$ cat src/rtl/bcd_complementer.sv
// Serial multi-digit BCD nines/tens complementer, one digit per clock, LSD first.
// Optional invalid-digit detection is enabled with BCD_CPL_ERR_CHECK_EN.
module bcd_complementer #(
    parameter int unsigned DIGITS = 4
) (
    input  logic                  clk,
    input  logic                  rst,
    input  logic                  in_valid,
    output logic                  in_ready,
    input  logic [4*DIGITS-1:0]   in_num,
    input  logic                  in_tens,
    output logic                  out_valid,
    input  logic                  out_ready,
    output logic [4*DIGITS-1:0]   out_num,
    output logic                  out_carry,
    output logic                  out_err
);

    localparam int unsigned IW = (DIGITS > 1) ? $clog2(DIGITS) : 1;
    localparam logic [IW-1:0] LAST = IW'(DIGITS - 1);

    typedef enum logic [1:0] {StIdle, StCalc, StDone} state_e;

    state_e                state_q, state_d;
    logic [4*DIGITS-1:0]   opnd_q, opnd_d;
    logic [4*DIGITS-1:0]   res_q, res_d;
    logic [IW-1:0]         idx_q, idx_d;
    logic                  carry_q, carry_d;
    logic                  cout_q, cout_d;
    logic                  rdy_q;
    logic [3:0]            dig, dig_res, sum;
    logic                  dig_carry, dig_bad;
`ifdef BCD_CPL_ERR_CHECK_EN
    logic                  err_q, err_d;
    logic [3:0]            dig_eff;
`endif

    always_comb begin
        dig = 4'd0;
        for (int i = 0; i < DIGITS; i++) begin
            if (idx_q == IW'(i)) dig = opnd_q[4*i +: 4];
        end
    end

    always_comb begin
        dig_bad   = (dig > 4'd9);
        dig_res   = 4'd0;
        dig_carry = 1'b0;
`ifdef BCD_CPL_ERR_CHECK_EN
        // Invalid digits are treated as 9 so the result stays legal BCD.
        dig_eff = dig_bad ? 4'd9 : dig;
        sum     = 4'd9 - dig_eff + {3'b000, carry_q};
        if (sum == 4'd10) begin
            dig_carry = 1'b1;
        end else begin
            dig_res = sum;
        end
`else
        // Invalid digits wrap modulo 16 and never generate a carry.
        sum = 4'd9 - dig + {3'b000, carry_q};
        if (!dig_bad && sum == 4'd10) begin
            dig_carry = 1'b1;
        end else begin
            dig_res = sum;
        end
`endif
    end

    always_comb begin
        state_d = state_q;
        opnd_d  = opnd_q;
        res_d   = res_q;
        idx_d   = idx_q;
        carry_d = carry_q;
        cout_d  = cout_q;
`ifdef BCD_CPL_ERR_CHECK_EN
        err_d   = err_q;
`endif
        unique case (state_q)
            StIdle: begin
                if (in_valid && rdy_q) begin
                    opnd_d  = in_num;
                    carry_d = in_tens;
                    idx_d   = '0;
`ifdef BCD_CPL_ERR_CHECK_EN
                    err_d   = 1'b0;
`endif
                    state_d = StCalc;
                end
            end
            StCalc: begin
                for (int i = 0; i < DIGITS; i++) begin
                    if (idx_q == IW'(i)) res_d[4*i +: 4] = dig_res;
                end
                carry_d = dig_carry;
`ifdef BCD_CPL_ERR_CHECK_EN
                err_d   = err_q | dig_bad;
`endif
                idx_d   = idx_q + 1'b1;
                if (idx_q == LAST) begin
                    cout_d  = dig_carry;
                    state_d = StDone;
                end
            end
            StDone: begin
                if (out_ready) state_d = StIdle;
            end
            default: state_d = StIdle;
        endcase
    end

    always_ff @(posedge clk) begin
        if (rst) begin
            state_q <= StIdle;
            opnd_q  <= '0;
            res_q   <= '0;
            idx_q   <= '0;
            carry_q <= 1'b0;
            cout_q  <= 1'b0;
            rdy_q   <= 1'b0;
`ifdef BCD_CPL_ERR_CHECK_EN
            err_q   <= 1'b0;
`endif
        end else begin
            state_q <= state_d;
            opnd_q  <= opnd_d;
            res_q   <= res_d;
            idx_q   <= idx_d;
            carry_q <= carry_d;
            cout_q  <= cout_d;
            rdy_q   <= (state_d == StIdle);
`ifdef BCD_CPL_ERR_CHECK_EN
            err_q   <= err_d;
`endif
        end
    end

    assign in_ready  = rdy_q;
    assign out_valid = (state_q == StDone);
    assign out_num   = res_q;
    assign out_carry = cout_q;
`ifdef BCD_CPL_ERR_CHECK_EN
    assign out_err   = err_q;
`else
    assign out_err   = 1'b0;
`endif

endmodule

$ cat config.mk
export PLATFORM = sky130hd
export DESIGN_NAME = bcd_complementer
export DESIGN_NICKNAME = d
export VERILOG_FILES = /design/src/rtl/bcd_complementer.sv
export SDC_FILE = /design/constraint.sdc
export NUM_CORES = 1
export LEC_CHECK = 0
export ABC_AREA = 1
export CAP_MARGIN = 10
export CORE_AREA = 10 10 74 76
export CTS_CLUSTER_SIZE = 28
export DETAILED_ROUTE_END_ITERATION = 8
export DIE_AREA = 0 0 84 86
export PLACE_DENSITY = 0.73
export SLEW_MARGIN = 40
export SYNTH_ARGS = -nofsm -noshare
export SYNTH_HDL_FRONTEND = slang
export SYNTH_SLANG_ARGS = --single-unit
$ cat constraint.sdc
create_clock -name clk -period 3.1 [get_ports clk]
set_clock_uncertainty 0.2 [all_clocks]
set_input_delay 0.31 -clock clk [delete_from_list [all_inputs] [get_ports clk]]
set_output_delay 0.31 -clock clk [all_outputs]
set_load 0.03 [all_outputs]
### After elaboration in Yosys (flattened, before gate mapping)

Index checks and enable logic that the tools add are counted.

| storage, ports and cells | value |
|---|---|
| flip-flop bits (word level) | 39 |
| output and inout bits | 20 |
| word-level logic and storage cells | 48 |

| cells by class | value |
|---|---|
| add/subtract/negate cells | 3 |
| magnitude comparators | 1 |
| equality and inequality tests | 7 |
| muxes and demuxes | 14 |
| reduce and logical (&&, ||, !) cells | 13 |

Operators by type and width:

| cell | number |
|---|---|
| two-way mux 4 bit | 5 |
| AND reduction 2 bit | 6 |
| two-way mux 2 bit | 4 |
| == test 2 bit (second input constant) | 3 |
| logical NOT 2 bit | 3 |
| one-hot mux 2 bit (3 select lines) | 1 |
| adder 4 x 1 -> 4 bit | 1 |
| == test 2 x 1 -> 1 bit (second input constant) | 2 |
| == test 4 bit (second input constant) | 1 |
| > comparator 4 bit (second input constant) | 1 |
| one-hot mux 2 bit (2 select lines) | 1 |
| subtractor 4 bit (first input constant) | 1 |
| adder 2 x 1 -> 2 bit (second input constant) | 1 |
| logical AND 1 bit | 2 |
| two-way mux 1 bit | 2 |
| != test 2 bit (second input constant) | 1 |
| one-hot mux 1 bit (2 select lines) | 1 |
| nonzero test 2 bit | 1 |
| logical NOT 1 bit | 1 |

### Logic depth before layout (Yosys ltp)

Gate-level depths: netlist of run 1.

| logic depth | value |
|---|---|
| word-level depth | 11 |
| depth in mapped cells | 16 |

### Worst setup path before layout of run 1

Ideal clock, no wire load.

| timing | value |
|---|---|
| path type | register to register |
| start point | register idx_q[1] |
| end point | register res_q[15], in the netlist out_num[15] |
| data arrival time | 2062 ps |
| required time | 2769 ps |
| path slack | 707 ps |
| cell stages (with the launch flop) | 16 |
| path buffers | 0 |
| path through | dfxtp_1 -> inv_1 -> ha_1 -> inv_2 -> nor2_1 -> o31ai_1 -> o21ai_0 -> ha_1 -> inv_1 -> ha_1 -> nor2_1 -> nand3_2 -> nor2_2 -> nand2_2 -> nand2_2 -> a21oi_1 |

| between the ends | value |
|---|---|
| longest elaborated chain between the ends | 10 |

RTL lines:

| element | RTL line | source |
|---|---|---|
| start: declaration | 27 | `logic [IW-1:0] idx_q, idx_d;` |
| start signal: assignment | 128 | `idx_q <= idx_d;` |
| logical NOT 2 bit | 41 | `if (idx_q == IW'(i)) dig = opnd_q[4*i +: 4];` |
| two-way mux 4 bit (4 in a row) | 41 |  |
| subtractor 4 bit | 60 | `sum = 4'd9 - dig + {3'b000, carry_q};` |
| adder 4 x 1 -> 4 bit | 60 |  |
| == test 4 bit | 61 | `if (!dig_bad && sum == 4'd10) begin` |
| logical AND 1 bit | 61 |  |
| two-way mux 4 bit | 61 |  |
| end signal: assignment | 127 | `res_q <= res_d;` |
| end: declaration | 26 | `logic [4*DIGITS-1:0] res_q, res_d;` |

Several ways; a longest one is shown, not always the timed one.
A chain may end at the register's enable or synchronous reset.

### Worst setup path in the final report of run 1

| timing | value |
|---|---|
| start point | register idx_q[1] |
| end point | register res_q[13], in the netlist out_num[13] |

Same word-level chain as after synthesis.

==> impl_results.md, run 1 <==
- Die Y: 86 µm
- Cells resized by post-CTS repair: 0
- Critical Path Source Type: flip-flop
- GRT Total Usage: 12.0%
- Largest net degree at the start of global routing: 27
- Placed wire-length estimate after detailed placement: 3220 µm
- Slowest CP cell: dfxtp_1
- Root Driver: clkbuf_8
- Mean Syn Cell Area: 7.38 µm²
- Most common cell after layout, fill and taps aside: nor2_1
- Number of port buffers: 39
- CP endpoint: out_num[13]
- P_leak: 0.960 nW
- Vias/cell: 4.88
- Drt drc: 0
- CP max stage delay: 380 ps
- Fin util: 56.4%
- Share of the yosys chip area belonging to registers: 45.0%
- Initial core utilization: 43.7%
- CTS tree: built
- Yosys warns: 0
- Initial antenna violation count: 0
- Endpoints failing setup: 0
- CORE AREA: 3970 µm²
- Layout Cells excl Fill: 324
- Setup TNS: 0 ps
- CTS Buffer Depth: 2
- PwrDens: 475 nW/µm²
- Worst-margin pin slew: 567 ps
- First-pass GRT wire length: 7380 µm
- Cell area after synthesis: 1730 µm²
- Clock slew at reported path FFs: 70 ps
- NumNets Final: 302
- Die ar.: 7220 µm²
- Hold Path Class: reg -> reg
- Dpl cells: 318
- Clock latency on the worst-skew pair: 290 ps
- Max Slew Vio Count: 0
- RR Startpoint: idx_q[1]
- Layout cells sized above 1: 7.66%
- Ant. Diodes: 0
- Peak VDD IR: 0.257 mV
- TritonRoute pass-1 iters: 4
- Number of global-route vias before repair: 1,600
- TritonCTS buffer count: 5
- Max_cap viols: 0
- Post-DRT Antenna Nets: 0
- Most frequent cells in the layout: nor2_1 (45), dfxtp_1 (39), clkdlybuf4s50_1 (39)
- Vias post-DR: 1,581
- Status: finished, final reports clean
- Worst EP required: 3060 ps
- Critical path class: reg -> reg
- FF+latch count, synth: 39
- Post-CTS Setup Bufs: 0
- Congestion Overflow GR: 0
- Synth Net Count: 262
- Cell breakdown of the critical path: inv_1 -> ha_1 -> inv_2 -> nor2_1 -> o31ai_1 -> o21ai_0 -> ha_1 -> inv_1 -> ha_1 -> nor2_1 -> nand3_2 -> nor2_2 -> nand2_2 -> nand2_2 -> a21oi_1
- R2R cell count: 15
- Fin crit share: 85.6%
- Relative slew slack: 62.1%
- Area Overhead vs Synth: 29.1%
- Post-layout minimum cycle time: 2650 ps
- Reg2reg end: out_num[13]
- Drt wl/cell: 13.1 µm
- Achievable Freq: 377 MHz
- H-tree depth: 2
- Total power: 1.06 mW
- Crit path max fanout: 6
- FF/Latch Area: 781 µm²
- Routability Congestion: 0.833
- Area of the multi-input gates: 808 µm²
- Worst Setup End Kind: flip-flop
- CP startpoint: idx_q[1]
- Post-synthesis cell count: 235
- R2R setup slack: 450 ps
- Min Hold Slack: 262 ps
- # fillers: 391
- Clk sink count: 39
- Post-CTS Hold Fix Bufs: 0
- Die width: 84 µm
- I/O pins: 41
- # rows: 23
- Final WL: 4250 µm
- Post-synthesis cell type count: 26
- Arr. time, crit path: 2610 ps
- Final Hold Vio Count: 0
- Starting DRT DRC Count: 145
- RSZ-0062 raised after global routing: no
- Most common cell on crit path: ha_1
==> through the flow <==
stage	setup WS, ps	cell area (µm²)
2_1_floorplan	707	1730
3_3_place_gp	582	2170
3_5_place_dp	471	2170
4_1_cts	452	2240
5_1_grt	160	2240
6_report	446	2240
==> where the power goes <==
group | switching, mW | internal [mW] | total [mW]
clock | 0.160 | 0.150 | 0.309
sequential | 0.0159 | 0.529 | 0.545
combinational | 0.125 | 0.0836 | 0.208
==> cell usage after synthesis, drive strengths merged <==
| library cell | n | share of area [%] |
|---|---|---|
| o21ai | 35 | 10 |
| o31ai | 1 | 0.43 |
| clkbuf | 6 | 1.4 |
| a21oi | 22 | 6.6 |
| inv | 28 | 6.1 |
| clkinv | 1 | 0.22 |
| a22o | 1 | 0.51 |
| o211ai | 1 | 0.43 |
| nand2 | 30 | 7.2 |
| nand3 | 7 | 2.6 |
| o21bai | 4 | 1.7 |
| dfxtp | 39 | 45 |
| nor2 | 48 | 11 |
| conb | 1 | 0.22 |
| a211oi | 1 | 0.43 |
| buf | 2 | 0.72 |
| nor3 | 2 | 1.2 |
| ha | 6 | 4.3 |
==> kinds of logic after synthesis <==
family                     count (synthesis)  synth area share, %
adders and majority gates                  6                 4.33
AOI/OAI and AO/OA                         65                 20.2
other                                      1                0.216
and+or+nand+nor                           87                 21.9
buffers and inverters                     37                 8.37
DFF                                       39                 45.0
==> worst min path at each step <==
stage	from	to	slack (ps)	cells after the start
2_1_floorplan	opnd_q[13]	opnd_q[13]	230	2
3_3_place_gp	opnd_q[13]	opnd_q[13]	250	2
3_5_place_dp	opnd_q[13]	opnd_q[13]	250	2
4_1_cts	opnd_q[13]	opnd_q[13]	260	2
5_1_grt	opnd_q[13]	opnd_q[13]	310	2
6_report	opnd_q[13]	opnd_q[13]	260	2
==> registers in the layout, indices dropped and copies added, names as in the netlist <==
signal / count
idx_q: 2
out_carry: 1
out_num: 16
state_q: 2
opnd_q: 16
in_ready: 1
carry_q: 1
==> final cells by class <==
cell class,instances,area share [%]
clock buffers,6,3.24
inverters,29,4.86
multi-input cells,159,36.1
flip-flops and latches,39,34.9
well taps,50,2.79
repair buffers,41,18.1
==> critical path, delay by kind of cell, from the launching register on <==
family	cells	cell delay, ps
AND/OR/NAND/NOR	6	620
flip-flops	1	380
adder cells (fa/ha/maj)	3	670
AO/OA/AOI/OAI	3	420
buffers and inverters	3	250
==> per-layer routing <==
metal	vias to the layer above	GRT usage, %	share of wire, %	routed length, µm
li1	831	-	-	-
met1	700	14.5	47	1990
met2	41	19.3	45	1920
met3	9	3.78	5.9	252
met4	0	5.18	2.2	95
met5	-	0	0	0
No activity file was read; power rests on OpenSTA's default activity.
==> run 2: changes to the inputs <==
--- a/config.mk
+++ b/config.mk
@@ -7,11 +7,11 @@
 export LEC_CHECK = 0
 export ABC_AREA = 1
 export CAP_MARGIN = 10
-export CORE_AREA = 10 10 74 76
+export CORE_AREA = 10 10 80 82
 export CTS_CLUSTER_SIZE = 28
 export DETAILED_ROUTE_END_ITERATION = 8
-export DIE_AREA = 0 0 84 86
-export PLACE_DENSITY = 0.73
+export DIE_AREA = 0 0 90 92
+export PLACE_DENSITY = 0.63
 export SLEW_MARGIN = 40
 export SYNTH_ARGS = -nofsm -noshare
 export SYNTH_HDL_FRONTEND = slang
==> impl_results.md, run 2 (synthesized netlist as in run 1, its figures left out) <==
- Status: finished, final reports clean
- Relative slew slack: 49.2% (-13 points)
- Area of the multi-input gates: 808 µm² (unchanged)
- CTS tree: built
- Die Y: 92 µm (+7.0%)
- Initial core utilization: 35.3% (-8.4 points)
- Fin crit share: 85.3% (-0.29 points)
- Achievable Freq: 378 MHz (+0.34%)
- Root Driver: clkbuf_8
- Die ar.: 8280 µm² (+15%)
- GRT met2 Usage: 16.7% (-2.6 points)
- PwrDens: 514 nW/µm² (+8.4%)
- Clock latency on the worst-skew pair: 300 ps (about the same)
- Cells resized by post-CTS repair: 0 (unchanged)
- Arr. time, crit path: 2610 ps (about the same)
- Layout cells sized above 1: 8.36% (+0.70 points)
- Dpl cells: 337 (+6.0%)
- RSZ-0062 raised after global routing: no
- GRT Total Usage: 10.6% (-1.5 points)
- Setup TNS: 0 ps (unchanged)
- CORE AREA: 4910 µm² (+24%)
- Cell breakdown of the critical path: inv_1 -> ha_1 -> inv_2 -> nor2_1 -> o31ai_1 -> o21ai_0 -> ha_1 -> inv_1 -> ha_1 -> nor2_1 -> nand3_2 -> nor2_2 -> nand2_2 -> nand2_2 -> a21oi_1
- Slowest CP cell: dfxtp_1
- Starting DRT DRC Count: 68 (-53%)
- Congestion Overflow GR: 0 (unchanged)
- Crit-path leading delay family: adder cells
- Worst-margin pin slew: 762 ps (+195 ps)
- Clock slew at reported path FFs: 80 ps (about the same)
- # rows: 26 (+13%)
- Clk sink count: 39 (unchanged)
- H-tree depth: 2 (unchanged)
- Post-CTS Hold Fix Bufs: 0 (unchanged)
- Peak VDD IR: 0.276 mV (+7.5%)
- Fin util: 46.8% (-9.5 points)
- Drt drc: 0 (unchanged)
- # fillers: 502 (+28%)
- Most common cell on crit path: ha_1
- Final Hold Vio Count: 0 (unchanged)
- P_leak: 0.977 nW (+1.7%)
- Post-CTS Setup Bufs: 0 (unchanged)
- Placed wire-length estimate after detailed placement: 3160 µm (-1.9%)
- Number of global-route vias before repair: 1,556 (-2.8%)
- Die width: 90 µm (+7.1%)
- Number of port buffers: 39 (unchanged)
- Critical path class: reg -> reg
- Worst Setup End Kind: flip-flop
- Largest net degree at the start of global routing: 33 (+22%)
- I/O pins: 41 (unchanged)
- Hold Path Class: reg -> reg
- Crit path max fanout: 6 (unchanged)
- Ant. Diodes: 0 (unchanged)
- TritonCTS buffer count: 5 (unchanged)
- Most frequent cells in the layout: nor2_1 (45), dfxtp_1 (39), clkdlybuf4s50_1 (39)
- Max Slew Vio Count: 0 (unchanged)
- Worst EP required: 3070 ps (about the same)
- Min Hold Slack: 269 ps (+7.00 ps)
- Vias post-DR: 1,565 (-1.0%)
- Final WL: 4290 µm (+0.85%)
- Critical Path Source Type: flip-flop
- Busiest grt layer: met2
- NumNets Final: 301 (-0.33%)
- Most common cell after layout, fill and taps aside: nor2_1
- Grt met3 use: 4.65% (+0.86 points)
- CTS Buffer Depth: 2 (unchanged)
- Drt wl/cell: 12.4 µm (-5.3%)
- CP max stage delay: 380 ps (about the same)
- Area Overhead vs Synth: 32.6%
- Total power: 1.18 mW (+11%)
- Endpoints failing setup: 0 (unchanged)
- Layout Cells excl Fill: 345 (+6.5%)
- Routability Congestion: 0.788 (-5.4%)
- Initial antenna violation count: 0 (unchanged)
- First-pass GRT wire length: 7230 µm (-2.1%)
- Max_cap viols: 0 (unchanged)
- Grt met1 use: 12.1% (-2.4 points)
- Vias/cell: 4.54 (-7.0%)
- Post-layout minimum cycle time: 2650 ps (-9.00 ps)
- FF/Latch Area: 781 µm² (unchanged)
- Post-DRT Antenna Nets: 0 (unchanged)
- Crit path buf inv count: 3 (unchanged)
- TritonRoute pass-1 iters: 4 (unchanged)
## run 2: power by group
group | switching, mW | total (mW) | internal (mW)
registers | 0.0152 | 0.544 | 0.529
logic | 0.125 | 0.208 | 0.0828
clock network | 0.188 | 0.431 | 0.244
total | 0.328 | 1.18 | 0.855
## run 2: area by class of cell
type                            count  share of cell area (%)
Multi-Input combinational cell    159                    35.1
Timing Repair Buffer               40                    17.3
Clock buffer                        5                    2.99
Inverter                           29                    4.73
Clock inverter                      3                    2.07
Sequential cell                    39                    33.9
Tap cell                           70                    3.81
## run 2: metal layers
layer  part of all wire (%)  wire, µm  vias to the layer above
li1                       -         -                      829
met5                      0         0                        -
met2                     45      1930                       37
met1                     46      1970                      692
met4                    1.7        72                        0
met3                    7.4       316                        7
## run 2: worst register-to-register path, stage by stage (launching register included)
cell     delay (ps)
dfxtp_1         380
inv_1            80
ha_1            230
inv_2           110
nor2_1           50
o31ai_1         230
o21ai_0         130
ha_1            210
inv_1            60
ha_1            230
nor2_1          140
nand3_2          90
nor2_2          140
nand2_2          90
nand2_2         100
a21oi_1          70
## run 2: path summary, 6_finish.rpt
| check | to | cells past startpoint | slack, ps | startpoint |
|---|---|---|---|---|
| worst max register to register | out_num[15] | 15 | 450 | idx_q[1] |
| worst min-delay path | out_num[0] | 2 | 270 | out_num[0] |
| worst min register to register | out_num[0] | 2 | 270 | out_num[0] |
| worst max-delay path | out_num[15] | 15 | 450 | idx_q[1] |
## run 2: per-stage QoR
step	cell area (µm²)	worst slack [ps]
3_5_place_dp	2180	470
3_3_place_gp	2180	558
5_1_grt	2300	78.1
6_report	2300	455
4_1_cts	2300	442
2_1_floorplan	1730	707
==> run 3: changes to the inputs <==
--- a/config.mk
+++ b/config.mk
@@ -6,11 +6,11 @@
 export NUM_CORES = 1
 export LEC_CHECK = 0
 export ABC_AREA = 1
-export CAP_MARGIN = 10
-export CORE_AREA = 10 10 80 82
+export CAP_MARGIN = 0
+export CORE_AREA = 10 10 100 67
 export CTS_CLUSTER_SIZE = 28
 export DETAILED_ROUTE_END_ITERATION = 8
-export DIE_AREA = 0 0 90 92
+export DIE_AREA = 0 0 110 77
 export PLACE_DENSITY = 0.63
 export SLEW_MARGIN = 40
 export SYNTH_ARGS = -nofsm -noshare
==> impl_results.md, run 3 (synthesized netlist as in run 1, its figures left out) <==
- NumNets Final: 303 (+0.66%)
- R2R setup slack: 440 ps (-20 ps)
- Net Sw Frac: 27.5% (-0.21 points)
- Status: finished, final reports clean
- Die Y: 77 µm (-16%)
- Drt wl/cell: 13.4 µm (+7.9%)
- Vias post-DR: 1,591 (+1.7%)
- RSZ-0062 raised after global routing: no
- Initial core utilization: 35.5% (+0.24 points)
- I/O pins: 41 (unchanged)
- PwrDens: 522 nW/µm² (+1.4%)
- Dpl cells: 335 (-0.59%)
- Number of port buffers: 39 (unchanged)
- Vias/cell: 4.64 (+2.3%)
- Hold Path Class: reg -> reg
- Clock slew at reported path FFs: 80 ps (about the same)
- Arr. time, crit path: 2620 ps (about the same)
- Most frequent cells in the layout: nor2_1 (45), dfxtp_1 (39), clkdlybuf4s50_1 (39)
- Hold path start: opnd_q[13]
- Hold EP: opnd_q[13]
- P_leak: 0.989 nW (+1.2%)
- Drt drc: 0 (unchanged)
- Combinational share of power: 18.0% (+0.4 points)
- First-pass GRT wire length: 7800 µm (+7.9%)
- # fillers: 511 (+1.8%)
- Ant. Diodes: 0 (unchanged)
- Clock network power share: 36.8% (+0.3 points)
- Placed wire-length estimate after detailed placement: 3580 µm (+13%)
- Max Slew Vio Count: 0 (unchanged)
- Post-layout minimum cycle time: 2660 ps (+16.5 ps)
- TritonCTS buffer count: 5 (unchanged)
- Final instance area: 2310 µm² (+0.49%)
- Final WL: 4600 µm (+7.3%)
- Layout cells sized above 1: 9.03% (+0.66 points)
- CTS Buffer Depth: 2 (unchanged)
- Worst Hold Depth: 2 (unchanged)
- H-tree depth: 2 (unchanged)
- Setup TNS: 0 ps (unchanged)
- Root Driver: clkbuf_8
- Achievable Freq: 376 MHz (-0.62%)
- Placed Instance Area: 2190 µm² (+0.46%)
- Crit path max fanout: 6 (unchanged)
- CP startpoint: idx_q[1]
- CORE AREA: 4880 µm² (-0.66%)
- Reg2reg end: out_num[15]
- Cell Int Power: 0.874 mW (+2.2%)
- Congestion Overflow GR: 0 (unchanged)
- # rows: 20 (-23%)
- Post-CTS Hold Fix Bufs: 0 (unchanged)
- RR Startpoint: idx_q[1]
- Final Hold Vio Count: 0 (unchanged)
- Die ar.: 8470 µm² (+2.3%)
- Area Overhead vs Synth: 33.3%
- Critical Path Source Type: flip-flop
- Layout Cells excl Fill: 343 (-0.58%)
- Cells resized by post-CTS repair: 0 (unchanged)
- Post-CTS Setup Bufs: 0 (unchanged)
- GRT Total Usage: 11.4% (+0.82 points)
- Fin crit share: 85.9% (+0.53 points)
- Routability Congestion: 0.869 (+10%)
- Starting DRT DRC Count: 54 (-21%)
- Relative slew slack: 62.4% (+13 points)
- Worst Setup End Kind: flip-flop
- CTS tree: built
- Initial antenna violation count: 0 (unchanged)
- Most common cell after layout, fill and taps aside: nor2_1
- Endpoints failing setup: 0 (unchanged)
- Area of the multi-input gates: 808 µm² (unchanged)
- R2R cell count: 15 (unchanged)
- Critical path class: reg -> reg
- Worst-margin pin slew: 561 ps (-200 ps)
- Clk sink count: 39 (unchanged)
- Die width: 110 µm (+22%)
- Flop pwr share: 45.2% (-0.8 points)
- Clock latency on the worst-skew pair: 300 ps (about the same)
- Sw power: 0.331 mW (+1.1%)
- Largest net degree at the start of global routing: 19 (-42%)
- Max_cap viols: 0 (unchanged)
- Peak VDD IR: 0.229 mV (-17%)
- FF/Latch Area: 781 µm² (unchanged)
- Post-DRT Antenna Nets: 0 (unchanged)
- Worst EP required: 3060 ps (about the same)
- Number of global-route vias before repair: 1,606 (+3.2%)
- TritonRoute pass-1 iters: 4 (unchanged)
## run 3: how the worst max path moves through the flow
stage	endpoint
3_3_place_gp	out_num[15]
4_1_cts	out_num[15]
2_1_floorplan	out_num[15]
6_report	out_num[15]
3_5_place_dp	out_num[15]
5_1_grt	out_num[9]
## run 3: area by class of cell
class	count	area share [%]
clock buffers	6	3.57
clock inverters	2	1.52
inverters	29	4.71
multi-input cells	159	35.0
flip-flops and latches	39	33.8
well taps	66	3.57
repair buffers	42	17.9
## run 3: per-layer routing
| layer | vias to the layer above | routed length [µm] | GRT usage, % |
|---|---|---|---|
| met1 | 719 | 2430 | 15.5 |
| met5 | - | 0 | 0 |
| met3 | 5 | 298 | 4.84 |
| met4 | 0 | 42 | 3.11 |
| li1 | 837 | - | - |
| met2 | 30 | 1830 | 15.8 |
## run 3: power by group through the flow
stage	clock network, mW	registers, mW	logic [mW]
after floorplan	0	0.566	0.124
after global placement	0	0.556	0.210
after detailed placement	0	0.556	0.217
after CTS	0.447	0.545	0.218
after global routing	0.474	0.549	0.245
final	0.443	0.545	0.217
## run 3: worst max-delay path: stages (launching register included)
cell,delay (ps)
dfxtp_1,380
inv_1,80
ha_1,230
inv_2,110
nor2_1,50
o31ai_1,210
o21ai_0,130
ha_1,210
inv_1,60
ha_1,230
nor2_1,130
nand3_2,90
nor2_2,150
nand2_2,100
nand2_2,110
a21oi_1,70
## run 3: metrics by stage
stage	power (mW)	worst slack [ps]	util, %	hold WS (ps)
3_5_place_dp	0.772	478	44.9	258
5_1_grt	1.27	205	47.4	300
4_1_cts	1.21	449	47.4	269
2_1_floorplan	0.690	707	-	229
3_3_place_gp	0.767	593	44.9	253
6_report	1.21	438	47.4	264
